--- config.mk ---
export PLATFORM = sky130hd
export DESIGN_NAME = rect_fill_ctrl
export DESIGN_NICKNAME = d
export VERILOG_FILES = /design/src/rtl/rect_fill_ctrl.sv
export SDC_FILE = /design/constraint.sdc
export NUM_CORES = 1
export LEC_CHECK = 0
export BUFFER_PORTS_ARGS = -buffer_cell sky130_fd_sc_hd__buf_2
export CORE_MARGIN = 4
export CORE_UTILIZATION = 51
export DETAILED_ROUTE_END_ITERATION = 7
export GPL_ROUTABILITY_DRIVEN = 0
export PLACE_DENSITY_LB_ADDON = 0.2
export SLEW_MARGIN = 25
export SYNTH_ARGS = -nofsm -noshare
export SYNTH_HDL_FRONTEND = slang
export SYNTH_SLANG_ARGS = --single-unit
--- constraint.sdc ---
create_clock -name clk -period 2.4 [get_ports clk]
set_input_delay 0 -clock clk [delete_from_list [all_inputs] [get_ports clk]]
set_output_delay 0 -clock clk [all_outputs]
set_load 0.01 [all_outputs]
--- src/rtl/rect_fill_ctrl.sv ---
// Rectangle fill controller: clips a requested rectangle to the screen and
// streams its pixels in raster order to a VGA adapter, one pixel per cycle.
module rect_fill_ctrl #(
  parameter int SCREEN_WIDTH  = 160,
  parameter int SCREEN_HEIGHT = 120
) (
  input  logic       clk,
  input  logic       reset,
  input  logic       start,
  input  logic       abort,
  input  logic [7:0] x0,
  input  logic [6:0] y0,
  input  logic [7:0] w,
  input  logic [6:0] h,
  input  logic [2:0] colour_in,
  output logic [7:0] x,
  output logic [6:0] y,
  output logic [2:0] colour,
  output logic       plot,
  output logic       busy,
  output logic       done
);

  typedef enum logic [1:0] {IDLE, LOAD, DRAW, DONE} state_t;

  localparam logic [8:0] X_LIM = 9'(SCREEN_WIDTH);
  localparam logic [8:0] Y_LIM = 9'(SCREEN_HEIGHT);
  localparam logic [8:0] X_MAX = 9'(SCREEN_WIDTH - 1);
  localparam logic [8:0] Y_MAX = 9'(SCREEN_HEIGHT - 1);

  state_t     state;
  logic [7:0] x0_reg;
  logic [8:0] xend;
  logic [8:0] yend;

  logic [8:0] x_sum;
  logic [8:0] y_sum;
  logic [8:0] xend_calc;
  logic [8:0] yend_calc;
  logic       empty_rect;
  logic       last_col;
  logic       last_row;

  // Bounds are widened to 9 bits so x0+w-1 cannot wrap before clipping.
  always_comb begin
    x_sum      = {1'b0, x0} + {1'b0, w} - 9'd1;
    y_sum      = {2'b00, y0} + {2'b00, h} - 9'd1;
    xend_calc  = (x_sum > X_MAX) ? X_MAX : x_sum;
    yend_calc  = (y_sum > Y_MAX) ? Y_MAX : y_sum;
    empty_rect = (w == 8'd0) || (h == 7'd0) ||
                 ({1'b0, x0} >= X_LIM) || ({2'b00, y0} >= Y_LIM);
    last_col   = ({1'b0, x} == xend);
    last_row   = ({2'b00, y} == yend);
  end

  always_ff @(posedge clk or posedge reset) begin
    if (reset) begin
      state  <= IDLE;
      x0_reg <= 8'd0;
      xend   <= 9'd0;
      yend   <= 9'd0;
      x      <= 8'd0;
      y      <= 7'd0;
      colour <= 3'd0;
      plot   <= 1'b0;
      busy   <= 1'b0;
      done   <= 1'b0;
    end else begin
      case (state)
        IDLE: begin
          plot <= 1'b0;
          done <= 1'b0;
          if (start) begin
            state <= LOAD;
            busy  <= 1'b1;
          end else begin
            busy  <= 1'b0;
          end
        end
        LOAD: begin
          colour <= colour_in;
          x0_reg <= x0;
          xend   <= xend_calc;
          yend   <= yend_calc;
          busy   <= 1'b1;
          if (empty_rect) begin
            state <= DONE;
            plot  <= 1'b0;
            done  <= 1'b1;
          end else begin
            state <= DRAW;
            x     <= x0;
            y     <= y0;
            plot  <= 1'b1;
            done  <= 1'b0;
          end
        end
        DRAW: begin
          busy <= 1'b1;
          // The pixel on screen this cycle is plotted even when abort is seen.
          if (abort || (last_col && last_row)) begin
            state <= DONE;
            plot  <= 1'b0;
            done  <= 1'b1;
          end else if (last_col) begin
            x    <= x0_reg;
            y    <= y + 7'd1;
            plot <= 1'b1;
            done <= 1'b0;
          end else begin
            x    <= x + 8'd1;
            plot <= 1'b1;
            done <= 1'b0;
          end
        end
        DONE: begin
          state <= IDLE;
          plot  <= 1'b0;
          busy  <= 1'b0;
          done  <= 1'b0;
        end
        default: begin
          state <= IDLE;
          plot  <= 1'b0;
          busy  <= 1'b0;
          done  <= 1'b0;
        end
      endcase
    end
  end

endmodule

==> results of run 1 <==
## where the power goes
group	switching, mW	total [mW]	leakage, nW	internal [mW]
Clock	0.289	0.523	0.0512	0.234
Sequential	0.314	1.52	0.562	1.20
Combinational	1.48	2.87	1.67	1.39
Total	2.08	4.91	2.28	2.83
## worst max-delay path: cells and delay by family (launching register included)
kind | cells | cell delay [ns]
AO/OA/AOI/OAI | 2 | 0.47
flip-flops | 1 | 0.41
AND/OR/NAND/NOR | 3 | 1.12
XOR/XNOR | 1 | 0.16
## worst min-delay path by stage
stage / endpoint / depth (start not counted) / from / slack [ns]
after floorplan: x[4]$_DFFE_PP0P_ / 2 / x0[4] / 0.15
after global placement: colour[0]$_DFFE_PP0P_ / 2 / reset / -0.0006
after detailed placement: colour[0]$_DFFE_PP0P_ / 2 / reset / 0.004
after CTS: x0_reg[5]$_DFFE_PP0P_ / 3 / x0[5] / 0.03
after global routing: x0_reg[5]$_DFFE_PP0P_ / 3 / x0[5] / 0.06
final: x0_reg[5]$_DFFE_PP0P_ / 3 / x0[5] / 0.04
## logic make-up after synthesis
| family | Yosys count |
|---|---|
| simple gates | 96 |
| compound gates | 91 |
| buf+inv | 85 |
| flops | 49 |
| fa+ha+maj | 36 |
| mux | 30 |
| xor+xnor | 28 |
## cell usage in the layout (no fill, tap or decap), drive strengths merged, types with 12 or more instances in the layout
master / instances
xor2: 16
a21oi: 18
xnor2: 12
inv: 74
mux2: 19
nand2: 18
ha: 34
buf: 92
o21ai: 14
dfrtp: 49
nor2: 15
dlygate4sd3: 12
## synth_stat cells (7+ instances only)
cell,count
ha_1,34
mux2i_1,11
nor3_1,7
nand4_1,7
nor2b_1,7
xnor2_1,12
mux2_2,19
xor2_1,16
o22a_1,11
nand2_1,18
o21ai_0,14
inv_1,74
nor2_1,15
nand3_1,10
clkbuf_1,9
a21oi_1,17
dfrtp_1,49
## per-layer routing
layer | share of wire [%] | up-vias | track usage (%)
met2 | 48 | 94 | 38.3
met3 | 4.1 | 19 | 3.11
li1 | - | 1657 | -
met5 | 0 | - | 0
met1 | 44 | 1591 | 28.4
met4 | 3.2 | 0 | 9.99
## what timing repair did
action | CTS | global route
hold buffers | 12 | 0
gates resized for setup | 0 | 4
setup endpoints to repair | 0 | 12
hold endpoints to repair | 28 | 0
## stage by stage
step | worst slack (ns) | utilization [%] | TNS (ns) | hold slack, ns | power, mW
after floorplan | 0.190 | - | 0 | 0.151 | 3.42
after detailed placement | -0.132 | 61.1 | -0.434 | 0.00383 | 4.35
final | 0.122 | 64.3 | 0 | 0.0431 | 4.91
after global placement | -0.0733 | 61.1 | -0.186 | -0.000589 | 4.27
after global routing | -0.00992 | 64.3 | -0.00992 | 0.0559 | 5.29
after CTS | 0.0682 | 64.1 | 0 | 0.0276 | 4.90
## cell type report
class | count | area (um^2)
tap | 99 | 124
clock buffer | 6 | 82.6
clock inverter | 2 | 13.8
timing repair buffer | 104 | 668
inverter | 74 | 278
sequential | 49 | 1230
multi-input combinational | 281 | 2270
fill | 637 | 2590
==> metrics.txt, run 1 <==
Post-Synth Simple-Gate Area between 10 and 15%; syn nets roughly 490; Nets 588; relative max-transition margin 61.6%; Final Hold Vio Count 0; Sink Count 49; TritonRoute pass-1 iters 5; Setup crit end y[4]$_DFFE_PP0P_; ANT cells 0; number of DRC markers in iteration 0 135; Yosys top cell by area dfrtp_1; clock latency on the worst-skew pair 0.32 ns; worst-path maximum fanout 7; Worst Reg-to-Reg Cells 6; leak pwr around 2.3 nW; Core ar. 7250 um^2; outcome finished clean; Synth Cell Area 3800 um^2; clock root buffer clkbuf_8; worst vdd ir 617 uV; main area contributors after synthesis dfrtp_1 32%, ha_1 11%, inv_1 7.3%; Clock Path Buffers 2; I/O pin cnt 58; Die W 94.4 um; Die Span Y 94.4 um; largest net degree at the start of global routing 34; Critical Setup Path Class reg -> reg; Final Max Tran Viols 0; post-route clock period utilization a little over nine tenths; Port Buffers 57; critical path's slowest cell or4_4; Mean Syn Cell Area between 9 and 10 um^2; worst reg2reg startpoint xend[5]$_DFFE_PP0P_; compound-gate portion of the synthesized area 17.2%; largest family of logic cells by synthesized area compound AO/OA/AOI/OAI gates; critical path endpoint category register; YS warnings 0; site row count 31; starting density of the core 52.4%; Worst-path clk slew 0.10 ns; Die ar. 8900 um^2; xor and xnor area share after synthesis 6.45%; first-pass GRT wire length 15.7 mm; Synth Register Bits 49; crit-path cells xor2_1, nor3_1, nand3_4, or4_4, a21bo_1, a222oi_1; total vias in the final route 3361; WP data arrival 2.48 ns; drt wl/cell 15.3 um; CP startpoint kind register; P&R area growth vs syn 22.6%; share of layout cells above drive strength 1 25.8%; max_cap viols 0; antenna violations before repair 0; pwr dens approximately 1100 nW/um^2; Yosys top cell area share 32.2%; CP required between 2 and 3 ns; CP Launch Point xend[5]$_DFFE_PP0P_; crit-path max cell delay 0.57 ns; number of synthesized flops with an enable pin 0; Top Registers xend (9), yend (9); CTS tree built; R2R setup slack around 0.12 ns; Synth async-reset ratio 100%; cell total after placement 595; vias in the first global route between 3000 and 4000; post-route ant nets 0; count of cell types in the netlist between 50 and 60; setup violators final 0; HP Class in -> reg; Vias per Instance 5.47; global route overflow 0; Fmax around 440 MHz; drt drc 0; TritonCTS Buffers 5; H-tree levels 2; Cell Area, Placed 4430 um^2; count of mapped cells out of synthesis 415; post-route cell area 4660 um^2; clk_skew 0.0119 ns; reg2reg end y[4]$_DFFE_PP0P_; Seq/Total Area, Yosys 32.2%; DP Wirelength 7.36 mm; minimum clock period 2.28 ns; slew at the pin closest to its max-slew limit 0.562 ns; Non-Filler Instances 615; post-synthesis adder-cell area fraction 12.2%; Main synth FF type dfrtp_1; post-synthesis mux area share between 8 and 9%; GRT Util Overall about 22%; WL final 9.39 mm; Post-CTS Setup Bufs 0
No activity file was read; power rests on OpenSTA's default activity.
==> inputs of run 2 (changes only) <==
REMOVE_ABC_BUFFERS = 1   (was not set)
==> run 2 against run 1 <==
Net effect: worst setup slack improved by 0.010 ns; die area unchanged; global-route usage decreased by 0.12 points; largest power group unchanged; clock power decreased by 1%; cell count decreased by 0.49%; count of clock-buffer cells in the layout decreased by 1; register-to-register slack about the same; sequential share of layout area about the same; critical endpoint unchanged; power increased by 0.70%; via count increased by 0.48%; critical path depth increased by 1; largest cell class unchanged; non-clock buffer count decreased by 3.
==> metrics.txt, run 2 (same netlist as run 1, synthesis figures left out) <==
clock latency on the worst-skew pair 0.32 ns (about the same); CP startpoint kind register; TritonRoute pass-1 iters 7 (+2); critical path endpoint category register; Nets 585 (-0.51%); Port Buffers 57 (unchanged); pwr dens 1060 nW/um^2 (+0.78%); fin util 64.3% (about the same); Worst-path clk slew 0.11 ns (about the same); Die W 94.4 um (unchanged); H-tree levels 2 (unchanged); first-pass GRT wire length 15.8 mm (+0.84%); Clock Path Buffers 2 (unchanged); worst-path maximum fanout 6 (-1); share of layout cells above drive strength 1 26.1% (+0.35 points); DP Wirelength 7.43 mm (+0.87%); drt wl/cell 15.5 um (+1.8%); Die ar. 8900 um^2 (unchanged); Buf/Inv on CP 1 (+1); RSZ-0062 raised after global routing yes; slew at the pin closest to its max-slew limit 0.693 ns (+0.131 ns); Core ar. 7250 um^2 (unchanged); global route overflow 0 (unchanged); worst vdd ir 441 uV (-29%); number of DRC markers in iteration 0 146 (+8.1%); Top Registers xend (9), yend (9); commonest cells after routing, fill and taps aside 72 x inv_1, 57 x buf_2, 48 x dfrtp_1, 33 x ha_1, 30 x buf_4; CP required 2.59 ns (about the same); Vias per Instance 5.52 (+0.97%); I/O pin cnt 58 (unchanged); commonest non-fill, non-tap cell in the layout inv_1; setup violators final 0 (unchanged); Overall Power 4.95 mW (+0.70%); largest net degree at the start of global routing 50 (+47%); TritonCTS Buffers 5 (unchanged); outcome finished clean; starting density of the core 52.4% (unchanged); setup TNS 0 ns (unchanged); clk_skew 0.0192 ns (+0.00736 ns); CTS tree built; Sink Count 49 (unchanged); minimum clock period 2.27 ns (-0.0100 ns); post-route clock period utilization 94.5% (-0.42 points); total vias in the final route 3377 (+0.48%); crit-path cells xnor2_1, nand4_1, nor4_4, buf_4, or4_4, a21bo_1, a222oi_1; drt drc 0 (unchanged); max_cap viols 0 (unchanged); critical path's slowest cell or4_4; Final Max Tran Viols 0 (unchanged); post-route ant nets 0 (unchanged); HP Class in -> reg; Final Hold Vio Count 0 (unchanged); crit-path leading delay family simple AND/OR/NAND/NOR gates; WP data arrival 2.46 ns (-0.02 ns); antenna violations before repair 0 (unchanged); clock root buffer clkbuf_8; Die Span Y 94.4 um (unchanged); ANT cells 0 (unchanged); leak pwr 2.26 nW (-1.1%); area occupied by multi-input gates 2280 um^2 (+0.28%); crit-path max cell delay 0.54 ns (-0.03 ns); Critical Setup Path Class reg -> reg; GRT Util Overall 22.4% (-0.12 points); cell total after placement 590 (-0.84%); Fmax 441 MHz (+0.44%); WL final 9.51 mm (+1.3%); site row count 31 (unchanged); vias in the first global route 3367 (-1.4%); P&R area growth vs syn 22.5% (about the same); Non-Filler Instances 612 (-0.49%); FILL cells 650 (+2.0%); relative max-transition margin 53.2% (-8.4 points); storage element area 1230 um^2 (+0.10%)
run 2: layout make-up:
class / count / share of cell area [%]
clock inverter: 3 / 0.456
sequential: 49 / 26.3
clock buffer: 5 / 1.48
timing repair buffer: 101 / 14.2
inverter: 74 / 6.01
tap: 99 / 2.66
multi-input combinational: 281 / 48.9
run 2: worst paths after layout:
check | from | end | slack [ns] | depth (start not counted)
min | y0[5] | y[5]$_DFFE_PP0P_ | 0.06 | 3
min reg2reg | colour[2]$_DFFE_PP0P_ | colour[2]$_DFFE_PP0P_ | 0.52 | 1
max | y[0]$_DFFE_PP0P_ | y[4]$_DFFE_PP0P_ | 0.13 | 7
max in group asynchronous | reset | y[1]$_DFFE_PP0P_ | 1.65 | 3
max reg2reg | y[0]$_DFFE_PP0P_ | y[4]$_DFFE_PP0P_ | 0.13 | 7
min in group asynchronous | reset | x[0]$_DFFE_PP0P_ | 0.30 | 3
run 2: through the flow:
stage | setup slack (ns) | instance area, um^2 | hold slack, ns
6_report | 0.132 | 4660 | 0.0601
2_1_floorplan | -0.348 | 3760 | 0.151
5_1_grt | -0.0248 | 4660 | 0.0681
3_5_place_dp | -0.0727 | 4410 | 0.129
4_1_cts | 0.0113 | 4630 | 0.0576
3_3_place_gp | -0.0375 | 4410 | 0.231
run 2: timing repair:
item,in CTS,in global routing
gates resized for setup,0,8
setup endpoints to repair,0,10
endpoints found under the hold margin,62,0
hold buffers,13,0
setup buffers,0,1
run 2: metal layers:
layer  up-vias  GRT usage [%]  share of wire (%)
met1      1621           29.1                 44
met3         9           3.03                4.1
met5         -              0                  0
li1       1653              -                  -
met4         0           4.69               0.70
met2        94           39.7                 51
run 2: report_power, final:
group          total (mW)  internal (mW)  switching [mW]
Sequential           1.51           1.21           0.307
Clock               0.518          0.208           0.310
Combinational        2.92           1.41            1.50
run 2: worst reg2reg max path, stage by stage, from the launching register on:
cell and delay, ns:
dfrtp_1 0.50, xnor2_1 0.19, nand4_1 0.15, nor4_4 0.07, buf_4 0.17, or4_4 0.54, a21bo_1 0.21, a222oi_1 0.32
